### src/rtl/mem_arbiter_if.sv
// Requester and memory-side bus bundle for the three-way memory arbiter.
// The slave modport is the arbiter's view; master is the requester/memory side.
interface mem_arbiter_if;
    logic [2:0]  i_req_valid;
    logic [2:0]  i_req_we;
    logic [95:0] i_req_addr;
    logic [95:0] i_req_wdata;
    logic [11:0] i_req_wmask;
    logic [2:0]  o_req_ack;
    logic [31:0] o_rdata;
    logic        o_err;
    logic [2:0]  o_grant;
    logic        o_mem_valid;
    logic        o_mem_we;
    logic [31:0] o_mem_addr;
    logic [31:0] o_mem_wdata;
    logic [3:0]  o_mem_wmask;
    logic        i_mem_ready;
    logic        i_mem_rvalid;
    logic [31:0] i_mem_rdata;

    modport slave (
        input  i_req_valid, i_req_we, i_req_addr, i_req_wdata, i_req_wmask,
        input  i_mem_ready, i_mem_rvalid, i_mem_rdata,
        output o_req_ack, o_rdata, o_err, o_grant,
        output o_mem_valid, o_mem_we, o_mem_addr, o_mem_wdata, o_mem_wmask
    );

    modport master (
        output i_req_valid, i_req_we, i_req_addr, i_req_wdata, i_req_wmask,
        output i_mem_ready, i_mem_rvalid, i_mem_rdata,
        input  o_req_ack, o_rdata, o_err, o_grant,
        input  o_mem_valid, o_mem_we, o_mem_addr, o_mem_wdata, o_mem_wmask
    );
endinterface

### src/rtl/mem_arbiter.sv
// Round-robin arbiter sharing one memory port between CPU fetch, CPU data and DMA,
// one transaction in flight, with a per-transaction response timeout.
module mem_arbiter #(
    parameter int TIMEOUT = 255
) (
    input  logic         i_clk,
    input  logic         i_rst,
    mem_arbiter_if.slave bus
);
    typedef enum logic [1:0] {IDLE, ISSUE, WAIT, RESP} state_t;

    localparam logic [7:0] LAST_COUNT = 8'(TIMEOUT - 1);

    state_t      state_reg;
    logic [1:0]  rr_reg;
    logic [7:0]  count_reg;
    logic [2:0]  grant_reg;
    logic [2:0]  ack_reg;
    logic [31:0] rdata_reg;
    logic        err_reg;
    logic        mem_valid_reg;
    logic        we_reg;
    logic [31:0] addr_reg;
    logic [31:0] wdata_reg;
    logic [3:0]  wmask_reg;

    logic [31:0] req_addr  [3];
    logic [31:0] req_wdata [3];
    logic [3:0]  req_wmask [3];
    logic [1:0]  order_idx [3];
    logic [2:0]  order_valid;
    logic [1:0]  win_idx;
    logic        any_valid;

    // Slot gi of the search order holds requester (rr + gi) mod 3.
    genvar gi;
    generate
        for (gi = 0; gi < 3; gi++) begin : g_req
            logic [2:0] rot;
            assign req_addr[gi]    = bus.i_req_addr[32*gi +: 32];
            assign req_wdata[gi]   = bus.i_req_wdata[32*gi +: 32];
            assign req_wmask[gi]   = bus.i_req_wmask[4*gi +: 4];
            assign rot             = {1'b0, rr_reg} + 3'(gi);
            assign order_idx[gi]   = (rot >= 3'd3) ? 2'(rot - 3'd3) : rot[1:0];
            assign order_valid[gi] = bus.i_req_valid[order_idx[gi]];
        end
    endgenerate

    assign any_valid = |bus.i_req_valid;
    assign win_idx   = order_valid[0] ? order_idx[0] :
                       order_valid[1] ? order_idx[1] : order_idx[2];

    always_ff @(posedge i_clk) begin
        if (i_rst) begin
            state_reg     <= IDLE;
            rr_reg        <= 2'd0;
            count_reg     <= 8'd0;
            grant_reg     <= 3'b000;
            ack_reg       <= 3'b000;
            rdata_reg     <= 32'd0;
            err_reg       <= 1'b0;
            mem_valid_reg <= 1'b0;
            we_reg        <= 1'b0;
            addr_reg      <= 32'd0;
            wdata_reg     <= 32'd0;
            wmask_reg     <= 4'd0;
        end else begin
            case (state_reg)
                IDLE: begin
                    if (any_valid) begin
                        grant_reg     <= 3'b001 << win_idx;
                        rr_reg        <= (win_idx == 2'd2) ? 2'd0 : win_idx + 2'd1;
                        we_reg        <= bus.i_req_we[win_idx];
                        addr_reg      <= req_addr[win_idx];
                        wdata_reg     <= req_wdata[win_idx];
                        wmask_reg     <= req_wmask[win_idx];
                        mem_valid_reg <= 1'b1;
                        count_reg     <= 8'd0;
                        state_reg     <= ISSUE;
                    end
                end
                ISSUE: begin
                    count_reg <= count_reg + 8'd1;
                    // An accept on the final allowed cycle is too late; the timeout wins.
                    if (count_reg == LAST_COUNT) begin
                        mem_valid_reg <= 1'b0;
                        rdata_reg     <= 32'd0;
                        err_reg       <= 1'b1;
                        ack_reg       <= grant_reg;
                        state_reg     <= RESP;
                    end else if (bus.i_mem_ready) begin
                        mem_valid_reg <= 1'b0;
                        state_reg     <= WAIT;
                    end
                end
                WAIT: begin
                    count_reg <= count_reg + 8'd1;
                    if (bus.i_mem_rvalid) begin
                        rdata_reg <= bus.i_mem_rdata;
                        err_reg   <= 1'b0;
                        ack_reg   <= grant_reg;
                        state_reg <= RESP;
                    end else if (count_reg == LAST_COUNT) begin
                        rdata_reg <= 32'd0;
                        err_reg   <= 1'b1;
                        ack_reg   <= grant_reg;
                        state_reg <= RESP;
                    end
                end
                RESP: begin
                    ack_reg   <= 3'b000;
                    rdata_reg <= 32'd0;
                    err_reg   <= 1'b0;
                    grant_reg <= 3'b000;
                    state_reg <= IDLE;
                end
                default: state_reg <= IDLE;
            endcase
        end
    end

    assign bus.o_req_ack   = ack_reg;
    assign bus.o_rdata     = rdata_reg;
    assign bus.o_err       = err_reg;
    assign bus.o_grant     = grant_reg;
    assign bus.o_mem_valid = mem_valid_reg;
    assign bus.o_mem_we    = we_reg;
    assign bus.o_mem_addr  = addr_reg;
    assign bus.o_mem_wdata = wdata_reg;
    assign bus.o_mem_wmask = wmask_reg;
endmodule

### src/flat_wrapper.sv
// flat-port wrapper written by rule: the top's interface ports become plain ports
module mem_arbiter_flat 
#(
    parameter int TIMEOUT = 255
)
  (i_clk, i_rst, bus_i_req_valid, bus_i_req_we, bus_i_req_addr, bus_i_req_wdata, bus_i_req_wmask, bus_i_mem_ready, bus_i_mem_rvalid, bus_i_mem_rdata, bus_o_req_ack, bus_o_rdata, bus_o_err, bus_o_grant, bus_o_mem_valid, bus_o_mem_we, bus_o_mem_addr, bus_o_mem_wdata, bus_o_mem_wmask);
  mem_arbiter_if bus_i ();
  input  logic i_clk;
  input  logic i_rst;
  input wire logic [$bits(bus_i.i_req_valid)-1:0] bus_i_req_valid;
  input wire logic [$bits(bus_i.i_req_we)-1:0] bus_i_req_we;
  input wire logic [$bits(bus_i.i_req_addr)-1:0] bus_i_req_addr;
  input wire logic [$bits(bus_i.i_req_wdata)-1:0] bus_i_req_wdata;
  input wire logic [$bits(bus_i.i_req_wmask)-1:0] bus_i_req_wmask;
  input wire logic [$bits(bus_i.i_mem_ready)-1:0] bus_i_mem_ready;
  input wire logic [$bits(bus_i.i_mem_rvalid)-1:0] bus_i_mem_rvalid;
  input wire logic [$bits(bus_i.i_mem_rdata)-1:0] bus_i_mem_rdata;
  output wire logic [$bits(bus_i.o_req_ack)-1:0] bus_o_req_ack;
  output wire logic [$bits(bus_i.o_rdata)-1:0] bus_o_rdata;
  output wire logic [$bits(bus_i.o_err)-1:0] bus_o_err;
  output wire logic [$bits(bus_i.o_grant)-1:0] bus_o_grant;
  output wire logic [$bits(bus_i.o_mem_valid)-1:0] bus_o_mem_valid;
  output wire logic [$bits(bus_i.o_mem_we)-1:0] bus_o_mem_we;
  output wire logic [$bits(bus_i.o_mem_addr)-1:0] bus_o_mem_addr;
  output wire logic [$bits(bus_i.o_mem_wdata)-1:0] bus_o_mem_wdata;
  output wire logic [$bits(bus_i.o_mem_wmask)-1:0] bus_o_mem_wmask;
  assign bus_i.i_req_valid = bus_i_req_valid;
  assign bus_i.i_req_we = bus_i_req_we;
  assign bus_i.i_req_addr = bus_i_req_addr;
  assign bus_i.i_req_wdata = bus_i_req_wdata;
  assign bus_i.i_req_wmask = bus_i_req_wmask;
  assign bus_i.i_mem_ready = bus_i_mem_ready;
  assign bus_i.i_mem_rvalid = bus_i_mem_rvalid;
  assign bus_i.i_mem_rdata = bus_i_mem_rdata;
  assign bus_o_req_ack = bus_i.o_req_ack;
  assign bus_o_rdata = bus_i.o_rdata;
  assign bus_o_err = bus_i.o_err;
  assign bus_o_grant = bus_i.o_grant;
  assign bus_o_mem_valid = bus_i.o_mem_valid;
  assign bus_o_mem_we = bus_i.o_mem_we;
  assign bus_o_mem_addr = bus_i.o_mem_addr;
  assign bus_o_mem_wdata = bus_i.o_mem_wdata;
  assign bus_o_mem_wmask = bus_i.o_mem_wmask;
  mem_arbiter #(.TIMEOUT(TIMEOUT)) u_core (.i_clk(i_clk), .i_rst(i_rst), .bus(bus_i));
endmodule
### config.mk
export PLATFORM = sky130hd
export DESIGN_NAME = mem_arbiter_flat
export DESIGN_NICKNAME = d
export VERILOG_FILES = /design/src/rtl/mem_arbiter_if.sv /design/src/rtl/mem_arbiter.sv /design/src/flat_wrapper.sv
export SDC_FILE = /design/constraint.sdc
export NUM_CORES = 1
export LEC_CHECK = 0
export CORE_MARGIN = 2
export CORE_UTILIZATION = 35
export CTS_BUF_LIST = sky130_fd_sc_hd__clkbuf_4
export DETAILED_ROUTE_END_ITERATION = 6
export PLACE_DENSITY = 0.83
export SYNTH_ARGS = -nofsm -noshare
export SYNTH_HDL_FRONTEND = slang
export SYNTH_SLANG_ARGS = --single-unit
### constraint.sdc
create_clock -name i_clk -period 3.1 [get_ports i_clk]
set_clock_uncertainty 0.05 [all_clocks]
set_input_delay 0.465 -clock i_clk [delete_from_list [all_inputs] [get_ports i_clk]]
set_output_delay 0.465 -clock i_clk [all_outputs]
set_load 0.02 [all_outputs]
After elaboration in Yosys (flattened, before gate mapping)
Cells that the tools add are included.
{ "totals": {"word_cells": 92, "inputBits": 246, "output_inout_bits": 109, "ff_bits": 121} }
{ "op_classes": {"bitwise": 1, "n_shift": 1, "addsub": 7, "n_reduce_logical": 12, "n_eq_ne": 8, "muxes": 44, "n_lt_le_gt_ge": 7} }
{ "ops": {"columns": ["op", "n"], "rows": [
  ["32-bit two-way mux", 6],
  ["32-bit binary-select mux with 2-bit select", 2],
  ["32-bit case mux with 3 select lines", 1],
  ["2-bit two-way mux", 11],
  ["8-bit case mux with 2 select lines", 1],
  ["2-bit by 3-bit less-than comparator with 1-bit output (second input constant)", 3],
  ["3-bit two-way mux", 3],
  ["3-bit case mux with 3 select lines", 1],
  ["8-bit by 1-bit adder with 8-bit output (second input constant)", 1],
  ["4-bit binary-select mux with 2-bit select", 1],
  ["8-bit equality test (second input constant)", 1],
  ["1-bit two-way mux", 8],
  ["4-bit two-way mux", 2],
  ["8-bit two-way mux", 1],
  ["2-bit case mux with 4 select lines", 1],
  ["1-bit binary-select mux with 2-bit select", 3],
  ["2-bit equality test (second input constant)", 3],
  ["3-bit by 2-bit greater-or-equal comparator with 1-bit output (second input constant)", 2],
  ["3-bit by 2-bit != test with 1-bit output (second input constant)", 2],
  ["3-bit case mux with 2 select lines", 1],
  ["2-bit AND reduction", 3],
  ["3-bit AND reduction", 2],
  ["2-bit nonzero test", 3],
  ["2-bit subtractor (second input constant)", 3],
  ["other kinds (15)", 15]
]} }

Longest topological paths before layout
Gate-level depths: netlist (run 1).
{ "depth": {"depth_word": 11, "ltp_mapped": 11} }

Worst setup path after synthesis (run 1)
OpenSTA, ideal clock, no wires.
{ "synth_path": {"path_kind": "flip-flop to flip-flop", "from": "register u_core.rr_reg[0]", "to": "register u_core.wdata_reg[13], in the netlist u_core.bus.o_mem_wdata[13]", "stages_incl_launch_ff": 12, "path_slack_ns": 0.790, "t_arrival_ns": 2.140, "cell_sequence": "dfxtp_1 > inv_1 > ha_1 > and3b_1 > buf_4 > o21bai_1 > a221o_1 > buf_4 > buf_2 > buf_4 > a21oi_1 > o2bb2ai_1"} }
{ "synth_between": {"elab_chain_cells": 11} }
{ "synth_lines": {"columns": ["item", "line_no", "source"], "rows": [
  ["from (decl)", "mem_arbiter.sv:15", "logic [1:0] rr_reg;"],
  ["from (signal assigned)", "mem_arbiter.sv:72", "rr_reg <= (win_idx == 2'd2) ? 2'd0 : win_idx + 2'd1;"],
  ["2-bit by 1-bit adder with 3-bit output", "mem_arbiter.sv:43", "assign rot = {1'b0, rr_reg} + 3'(gi);"],
  ["3-bit by 2-bit greater-or-equal comparator with 1-bit output / 2-bit subtractor (equally long branches)", "mem_arbiter.sv:44", "assign order_idx[gi] = (rot >= 3'd3) ? 2'(rot - 3'd3) : rot[1:0];"],
  ["2-bit two-way mux", "mem_arbiter.sv:44", null],
  ["1-bit binary-select mux with 2-bit select", "mem_arbiter.sv:45", "assign order_valid[gi] = bus.i_req_valid[order_idx[gi]];"],
  ["1-bit two-way mux (not written as such)", "mem_arbiter.sv:45", null],
  ["2-bit two-way mux", "mem_arbiter.sv:51", "order_valid[1] ? order_idx[1] : order_idx[2];"],
  ["2-bit two-way mux *", "mem_arbiter.sv:50", "assign win_idx = order_valid[0] ? order_idx[0] :"],
  ["2-bit inverter with 3-bit output (not written as such) *", "mem_arbiter.sv:75", "wdata_reg <= req_wdata[win_idx];"],
  ["32-bit binary-select mux with 2-bit select *", "mem_arbiter.sv:75", null],
  ["32-bit two-way mux (not written as such) * (2 in series)", "mem_arbiter.sv:75", null],
  ["to (signal assigned)", "mem_arbiter.sv:75", null],
  ["to (decl)", "mem_arbiter.sv:24", "logic [31:0] wdata_reg;"]
]} }
Every way passes the cells marked *; elsewhere a longest branch is shown, timed or not. The select of a mux whose other input is x is not followed.
A chain may end at the register's enable or synchronous reset.

Worst setup path after layout (run 1)
{ "layout_path": {"from": "register u_core.rr_reg[0]", "to": "register u_core.addr_reg[20], in the netlist u_core.bus.o_mem_addr[20]"} }
{ "layout_between": {"elab_chain_cells": 11} }
{ "layout_lines": {"columns": ["item", "line_no", "source"], "rows": [
  ["2-bit by 1-bit adder with 3-bit output", "mem_arbiter.sv:43", null],
  ["3-bit by 2-bit greater-or-equal comparator with 1-bit output / 2-bit subtractor (equally long branches)", "mem_arbiter.sv:44", null],
  ["2-bit two-way mux", "mem_arbiter.sv:44", null],
  ["1-bit binary-select mux with 2-bit select", "mem_arbiter.sv:45", null],
  ["1-bit two-way mux (not written as such)", "mem_arbiter.sv:45", null],
  ["2-bit two-way mux", "mem_arbiter.sv:51", null],
  ["2-bit two-way mux *", "mem_arbiter.sv:50", null],
  ["2-bit inverter with 3-bit output (not written as such) *", "mem_arbiter.sv:74", "addr_reg <= req_addr[win_idx];"],
  ["32-bit binary-select mux with 2-bit select *", "mem_arbiter.sv:74", null],
  ["32-bit two-way mux (not written as such) * (2 in series)", "mem_arbiter.sv:74", null],
  ["to (signal assigned)", "mem_arbiter.sv:74", null],
  ["to (decl)", "mem_arbiter.sv:23", "logic [31:0] addr_reg;"]
]} }
Marks and branches as above.

==> results of run 1 <==
## final timing paths
| path | slack (ps) | from | endpoint |
|---|---|---|---|
| worst max-delay path | 610 | u_core.rr_reg[0] | u_core.bus.o_mem_addr[20] |
| worst min-delay path | 190 | i_rst | u_core.bus.o_rdata[7] |
| worst min register to register | 440 | u_core.bus.o_grant[1] | u_core.bus.o_grant[1] |
| worst max register to register | 610 | u_core.rr_reg[0] | u_core.bus.o_mem_addr[20] |
## synth_stat cells (5+ instances only)
| library cell | n | area, um2 |
|---|---|---|
| sky130_fd_sc_hd__a21oi_1 | 151 | 756 |
| sky130_fd_sc_hd__nand2_1 | 9 | 33.8 |
| sky130_fd_sc_hd__nor2_1 | 194 | 728 |
| sky130_fd_sc_hd__inv_1 | 10 | 37.5 |
| sky130_fd_sc_hd__o2bb2ai_1 | 69 | 604 |
| sky130_fd_sc_hd__o21ai_0 | 73 | 365 |
| sky130_fd_sc_hd__buf_2 | 7 | 35.0 |
| sky130_fd_sc_hd__o211ai_1 | 71 | 533 |
| sky130_fd_sc_hd__a22oi_1 | 37 | 278 |
| sky130_fd_sc_hd__ha_1 | 10 | 125 |
| sky130_fd_sc_hd__nand3_1 | 69 | 345 |
| sky130_fd_sc_hd__dfxtp_1 | 121 | 2420 |
| sky130_fd_sc_hd__clkbuf_1 | 87 | 327 |
| sky130_fd_sc_hd__nand4_1 | 5 | 31.3 |
## metrics by stage
step	cells	hold WS, ps	util [%]	total power, mW
finish	1546	191	57.1	11.0
global route	1546	124	57.1	11.8
CTS	1544	128	57.0	11.0
detailed placement	1513	433	55.6	9.87
global placement	1513	418	55.6	9.73
floorplan	961	403	-	6.99
## kinds of logic (layout without fill, tap and decap cells)
logic type | count (synthesis) | after routing | share of synthesized area (%)
AOI/OAI and AO/OA | 416 | 416 | 37.9
and+or+nand+nor | 295 | 295 | 18.1
DFF | 121 | 121 | 34.6
buffers and inverters | 108 | 426 | 6.12
adders and majority gates | 10 | 10 | 1.78
muxes | 7 | 7 | 1.07
xor gates and xnor gates | 4 | 4 | 0.500
other | 0 | 2 | 0
## critical path, cell delays in order, from the launching register on
cell and delay (ps):
sky130_fd_sc_hd__dfxtp_1 400, sky130_fd_sc_hd__inv_1 60, sky130_fd_sc_hd__ha_1 300, sky130_fd_sc_hd__and3b_2 290, sky130_fd_sc_hd__o21bai_1 230, sky130_fd_sc_hd__a221o_4 510, sky130_fd_sc_hd__buf_12 230, sky130_fd_sc_hd__o21ai_0 210
sky130_fd_sc_hd__o2bb2ai_1 130
## power by group
| part | internal [mW] | switching [mW] |
|---|---|---|
| clock network | 0.480 | 0.668 |
| logic | 2.96 | 4.53 |
| registers | 2.08 | 0.304 |
## layer usage
layer  up-vias  wire, um  part of all wire [%]  GRT usage, %
met5         -         0                     0             0
met2       471     13600                    48          43.2
met4         0      1040                   3.6          10.5
li1       4147         -                     -             -
met3        67      2590                   9.1          7.68
met1      4038     11200                    39          30.8
## cell type report
cell class,instances,area share [%]
clock inverters,14,1.34
multi-input cells,732,38.0
repair buffers,385,34.5
well taps,265,2.97
inverters,10,0.336
flip-flops and latches,121,21.7
diodes,2,0.0448
clock buffers,17,1.14
==> out/summary.md, run 1 <==
• **layout overhead on the synthesized area** 59.4%
• **power per cell area** 985 mW/mm2
• **maximum number of pins on one net before global-route repair** 73
• **total cell area at the placement stage** 0.0109 mm2
• **Clock H-tree levels** 4
• **ANT nets after route** 0
• **Worst Setup Start Kind** flip-flop
• **CP Data Required Time** 3510 ps
• **final hold viol count** 0
• **total of flip-flops plus latches after synthesis** 121
• **post-route cell area** 0.0112 mm2
• **Post-Syn Area** 0.00701 mm2
• **first drt pass iteration count** 5
• **async set-or-reset flop fraction in the synthesized netlist** 0%
• **buffer depth of the longest clock path** 2
• **number of DRC markers after the initial detailed-route iteration** 588
• **initial core utilization** 35.8%
• **height of the die** 146 um
• **Post-CTS Resized** 0
• **ratio of cells with drive above 1 in the final layout** 6.18%
• **overall routed net length** 28400 um
• **top fanout value on the critical path** 42
• **global-route usage over all layers** 25.7%
• **floorplan die area** 0.0212 mm2
• **buffer cell driving the clock tree root** sky130_fd_sc_hd__clkbuf_4
• **Worst-path clk slew** 110 ps
• **Leakage** 3.91 nW
• **most frequent cells in the layout** sky130_fd_sc_hd__clkdlybuf4s50_1 (353), sky130_fd_sc_hd__nor2_1 (193), sky130_fd_sc_hd__a21oi_1 (149)
• **TritonCTS clock tree** yes
• **path category of the worst min-delay check** in2reg
• **period utilization** 80.4%
• **post-synthesis instance total** 961
• **IR drop worst, VDD** 0.648 mV
• **f_max** 401 MHz
• **num rows** 51
• **Inserted Clock Buffers** 17
• **signal arrival time at the worst endpoint** 2900 ps
• **Max-Cap Viols** 0
• **slew of the pin with the lowest slew margin** 690 ps
• **antenna violations before repair** 2
• **count of cells along the worst hold path** 2
• **count of different cell masters after synthesis** 42
• **Filler Cell Count** 1769
• **number of setup violations in the final report** 0
• **setup repair after global routing missed its margin** false
• **final estimated routing congestion in global placement** 0.867
• **final worst-path setup slack** 608 ps
• **EDFF count, synth** 0
• **core region area** 0.0196 mm2
• **mean routed wirelength per cell** 18.4 um
• **global route overflow** 0
• **PortBufs** 354
• **crit path capture type** flip-flop
• **Net count, final** 1523
• **number of clock sinks seen by CTS** 121
• **Register Area** 0.00242 mm2
• **Multi-input gate area** 0.00424 mm2
• **vias post-DR** 8723
• **leading cell type in the layout, fill and taps excluded** sky130_fd_sc_hd__clkdlybuf4s50_1
• **fin. max-slew vios** 0
• **overall die width** 146 um
• **number of remaining DRC errors** 0
• **Total Neg Setup Slack** 0 ps
• **Post-CTS Setup Bufs** 0
• **min cycle time layout** 2490 ps
• **global-route wire length before repair** 44700 um
• **number of hold buffers added after cts** 0
• **via density per instance** 5.64
• **HPWL Detailed** 20000 um
• **yosys synthesis warning count** 0
• **synthesized area per cell** 7.29 um2
• **outcome** complete, no violations
• **worst reg2reg path depth** 8
• **boundary pin count** 355
• **relative slew slack** 54.0%
• **clock latency reported for the late side of the worst-skew pair** 530 ps
• **pre-CTS setup slack** 411 ps
• **post-synthesis net count** 1217
• **kind of critical path** reg2reg
• **vias in the first global route** 8254
• **Seq/Total Area, Yosys** 34.6%
• **commonest register cell after synthesis** sky130_fd_sc_hd__dfxtp_1
Note: power is estimated with default switching activity, not from simulation.
==> run 2: changes to the inputs <==
Clock period 3.1 ns to 2.34 ns, I/O delays scaled along.
==> out/summary.md, run 2 (synthesis gave the netlist of run 1 again) <==
• **HPWL Detailed** 20000 um
• **setup repair after global routing missed its margin** false
• **clock latency reported for the late side of the worst-skew pair** 520 ps
• **period utilization** 96.9%
• **final core area utilization** 57.9%
• **min cycle time layout** 2270 ps
• **layout overhead on the synthesized area** 61.9%
• **initial core utilization** 35.8%
• **mean routed wirelength per cell** 18.2 um
• **Power Total** 14.8 mW
• **TritonCTS clock tree** yes
• **CP Data Required Time** 2730 ps
• **cell occurring most often along the worst timing path** sky130_fd_sc_hd__inv_1
• **top fanout value on the critical path** 5
• **worst hold margin** 173 ps
• **overall die width** 146 um
• **Clock H-tree levels** 4
• **power per cell area** 1310 mW/mm2
• **largest stage delay on the critical path** 510 ps
• **core region area** 0.0196 mm2
• **outcome** complete, no violations
• **path category of the worst min-delay check** in2reg
• **most frequent cells in the layout** sky130_fd_sc_hd__clkdlybuf4s50_1 (353), sky130_fd_sc_hd__nor2_1 (193), sky130_fd_sc_hd__a21oi_1 (149)
• **final estimated routing congestion in global placement** 0.846
• **number of setup violations in the final report** 0
• **delay-heaviest family, CP** compound AO/OA/AOI/OAI gates
• **via density per instance** 5.65
• **ANT nets after route** 0
• **vias post-DR** 8813
• **signal arrival time at the worst endpoint** 2650 ps
• **Post-CTS Setup Bufs** 0
• **vias in the first global route** 8141
• **num rows** 51
• **global route overflow** 0
• **crit path capture type** flip-flop
• **number of hold buffers added after cts** 0
• **number of DRC markers after the initial detailed-route iteration** 664
• **fin. max-slew vios** 0
• **launch point of the worst hold path** i_rst
• **relative slew slack** 71.5%
• **IR drop worst, VDD** 0.916 mV
• **buffer depth of the longest clock path** 2
• **Crit-path slowest cell** sky130_fd_sc_hd__a221o_4
• **Post-CTS Resized** 0
• **start of the worst register-to-register path** u_core.rr_reg[0]
• **PortBufs** 354
• **f_max** 441 MHz
• **number of remaining DRC errors** 0
• **critical path cell sequence** inv_1 -> ha_1 -> inv_1 -> o21ai_0 -> a221o_4 -> buf_4 -> a2111o_1 -> a21oi_1
• **Leakage** 3.98 nW
• **Register Area** 0.00242 mm2
• **ratio of cells with drive above 1 in the final layout** 7.12%
• **height of the die** 146 um
• **boundary pin count** 355
• **number of clock sinks seen by CTS** 121
• **overall routed net length** 28400 um
• **Worst Setup Start Kind** flip-flop
• **final hold viol count** 0
• **crit path buf inv count** 3
• **first drt pass iteration count** 5
• **Inserted Clock Buffers** 17
• **floorplan die area** 0.0212 mm2
• **maximum number of pins on one net before global-route repair** 74
• **leading cell type in the layout, fill and taps excluded** sky130_fd_sc_hd__clkdlybuf4s50_1
• **Net count, final** 1535
• **global-route wire length before repair** 44000 um
• **slew of the pin with the lowest slew margin** 425 ps
• **kind of critical path** reg2reg
• **Multi-input gate area** 0.00425 mm2
• **Worst-path clk slew** 120 ps
• **antenna violations before repair** 4
• **launch point of the worst path** u_core.rr_reg[0]
• **global-route usage over all layers** 25.4%
• **Max-Cap Viols** 0
• **buffer cell driving the clock tree root** sky130_fd_sc_hd__clkbuf_4
• **Filler Cell Count** 1744
[run 2: area by class of cell]
type                            instances  share of cell area [%]
Multi-Input combinational cell        732                    37.4
Timing Repair Buffer                  397                    35.9
Sequential cell                       121                    21.4
Tap cell                              265                    2.92
Clock buffer                           17                    1.12
Clock inverter                         15                   0.893
Inverter                               10                   0.331
Antenna cell                            3                  0.0661
[run 2: per-layer routing]
metal,global-route usage [%],wire (um),up-vias
met5,0,13,-
met4,9.31,769,2
met3,6.43,2420,51
met2,43.4,13900,447
met1,30.8,11300,4121
li1,-,-,4192
[run 2: path summary, 6_finish.rpt]
kind / slack, ps / depth (start not counted) / to
worst max register to register: 70 / 8 / u_core.rr_reg[0]
worst min register to register: 450 / 2 / u_core.bus.o_grant[1]
worst min-delay path: 170 / 2 / u_core.bus.o_rdata[7]
worst max-delay path: 70 / 8 / u_core.rr_reg[0]
[run 2: metrics by stage]
step	setup slack, ps	std cells	TNS (ps)	cell area, um2
floorplan	30.4	961	0	7010
global placement	33.9	1525	0	11100
detailed placement	-38.8	1525	-38.8	11100
CTS	27.9	1557	0	11300
global route	4.90	1559	0	11300
finish	71.8	1560	0	11400
[run 2: report_power, final]
| group | total [mW] | internal [mW] | switching, mW |
|---|---|---|---|
| clock | 1.31 | 0.415 | 0.892 |
| combinational | 10.4 | 4.29 | 6.06 |
| sequential | 3.16 | 2.75 | 0.410 |
==> run 3: changes to the inputs <==
Settings changed: ABC_CLOCK_PERIOD_IN_PS set to 2340, CORE_AREA set to 2 2 137 139, CORE_MARGIN 2 to unset, CORE_UTILIZATION 35 to unset, DIE_AREA set to 0 0 139 141, PLACE_DENSITY 0.83 to 0.89.
==> out/summary.md, run 3 (synthesis gave the netlist of run 1 again) <==
• **buffer depth of the longest clock path** 2
• **first drt pass iteration count** 5
• **critical path cell sequence** inv_1 -> ha_1 -> and3b_2 -> o21bai_1 -> a221o_4 -> buf_12 -> o21ai_0 -> o2bb2ai_1
• **PortBufs** 354
• **ANT nets after route** 0
• **power per cell area** 1360 mW/mm2
• **signal arrival time at the worst endpoint** 2650 ps
• **Total Neg Setup Slack** 0 ps
• **Crit-path slowest cell** sky130_fd_sc_hd__a221o_4
• **core region area** 0.0183 mm2
• **number of hold buffers added after cts** 0
• **overall die width** 139 um
• **final estimated routing congestion in global placement** 0.877
• **global-route usage over all layers** 27.1%
• **floorplan die area** 0.0196 mm2
• **maximum number of pins on one net before global-route repair** 121
• **overall routed net length** 27900 um
• **num rows** 50
• **end of the critical path** u_core.bus.o_mem_addr[28]
• **R2R setup slack** 130 ps
• **TritonCTS clock tree** yes
• **post-route cell area** 0.0115 mm2
• **Net count, final** 1542
• **number of setup violations in the final report** 0
• **FF-to-FF End** u_core.bus.o_mem_addr[28]
• **crit path capture type** flip-flop
• **height of the die** 141 um
• **number of remaining DRC errors** 0
• **via density per instance** 5.84
• **ratio of cells with drive above 1 in the final layout** 7.62%
• **slew of the pin with the lowest slew margin** 629 ps
• **most frequent cells in the layout** sky130_fd_sc_hd__clkdlybuf4s50_1 (353), sky130_fd_sc_hd__nor2_1 (193), sky130_fd_sc_hd__a21oi_1 (149)
• **largest stage delay on the critical path** 420 ps
• **number of DRC markers after the initial detailed-route iteration** 775
• **Worst Setup Start Kind** flip-flop
• **setup repair after global routing missed its margin** false
• **kind of critical path** reg2reg
• **Max-Cap Viols** 0
• **final hold viol count** 0
• **Worst-path clk slew** 140 ps
• **leading cell type in the layout, fill and taps excluded** sky130_fd_sc_hd__clkdlybuf4s50_1
• **path category of the worst min-delay check** in2reg
• **Clock H-tree levels** 4
• **relative slew slack** 58.1%
• **pre-CTS setup slack** -53.2 ps
• **f_max** 452 MHz
• **min cycle time layout** 2210 ps
• **number of clock sinks seen by CTS** 121
• **vias post-DR** 8951
• **final worst-path setup slack** 126 ps
• **antenna violations before repair** 1
• **IR drop worst, VDD** 0.992 mV
• **mean routed wirelength per cell** 18.2 um
• **final core area utilization** 62.7%
• **launch point of the worst path** u_core.rr_reg[0]
• **period utilization** 94.6%
• **total cell area at the placement stage** 0.0111 mm2
• **initial core utilization** 38.4%
• **boundary pin count** 355
• **vias in the first global route** 8515
• **start of the worst register-to-register path** u_core.rr_reg[0]
• **CP Data Required Time** 2780 ps
• **Leakage** 4.07 nW
• **fin. max-slew vios** 0
• **Inserted Clock Buffers** 17
• **global route overflow** 0
• **worst reg2reg path depth** 8
• **buffer cell driving the clock tree root** sky130_fd_sc_hd__clkbuf_4
• **top fanout value on the critical path** 60
• **layout overhead on the synthesized area** 63.4%
• **HPWL Detailed** 19200 um
• **global-route wire length before repair** 43500 um
• **clock latency reported for the late side of the worst-skew pair** 530 ps
• **outcome** complete, no violations
## run 3: cell types whose count changed in the layout (fill, tap and decap cells not counted), sizes merged
cell / delta
bufinv: +4
buf: +6
clkinvlp: -2
diode: -2
clkbuf: +3
clkinv: -2
inv: -2
## run 3: area by class of cell
class	count	area [um2]
fill	1531	6820
antenna	1	2.50
clock inverter	13	176
timing repair buffer	404	4130
tap	234	293
clock buffer	19	143
inverter	10	37.5
multi-input combinational	732	4240
sequential	121	2420
## run 3: worst max-delay path: cells and delay by family (launching register included)
kind	cells	cell delay, ps
compound gates	4	980
flops	1	360
buf+inv	2	250
fa+ha+maj	1	260
simple gates	1	240
## run 3: worst min-delay path by stage
stage,to,start,depth (start not counted),slack [ps]
floorplan,u_core.rr_reg[1],u_core.rr_reg[1],2,400
global placement,u_core.rr_reg[1],u_core.rr_reg[1],2,410
detailed placement,u_core.rr_reg[1],u_core.rr_reg[1],2,420
CTS,u_core.bus.o_rdata[11],i_rst,3,280
global route,u_core.bus.o_rdata[5],i_rst,3,280
finish,u_core.bus.o_rdata[7],i_rst,3,270
## run 3: stage by stage
stage               std cells  hold slack, ps  power, mW
CTS                      1530             276       15.3
global route             1534             284       16.6
floorplan                 961             403       9.26
detailed placement       1498             422       13.6
finish                   1534             275       15.5
global placement         1498             412       13.3
## run 3: report_power, final
group	leakage, nW	switching [mW]	internal [mW]	total (mW)
clock	0.170	0.854	0.865	1.72
combinational	2.90	6.17	4.50	10.7
sequential	0.999	0.390	2.75	3.14
total	4.07	7.41	8.11	15.5
## run 3: repair_timing
item | 4_1_cts | 5_1_grt
endpoints found under the hold margin | 0 | 0
gates resized for setup | 0 | 3
setup endpoints to repair | 0 | 41
setup buffers | 0 | 2
## run 3: metal layers
| layer | vias to the layer above | global-route usage [%] | share of wire, % |
|---|---|---|---|
| li1 | 4188 | - | - |
| met1 | 4123 | 32.4 | 38 |
| met2 | 536 | 45.0 | 48 |
| met3 | 104 | 7.37 | 9.4 |
| met4 | 0 | 13.2 | 4.5 |
| met5 | - | 0 | 0 |
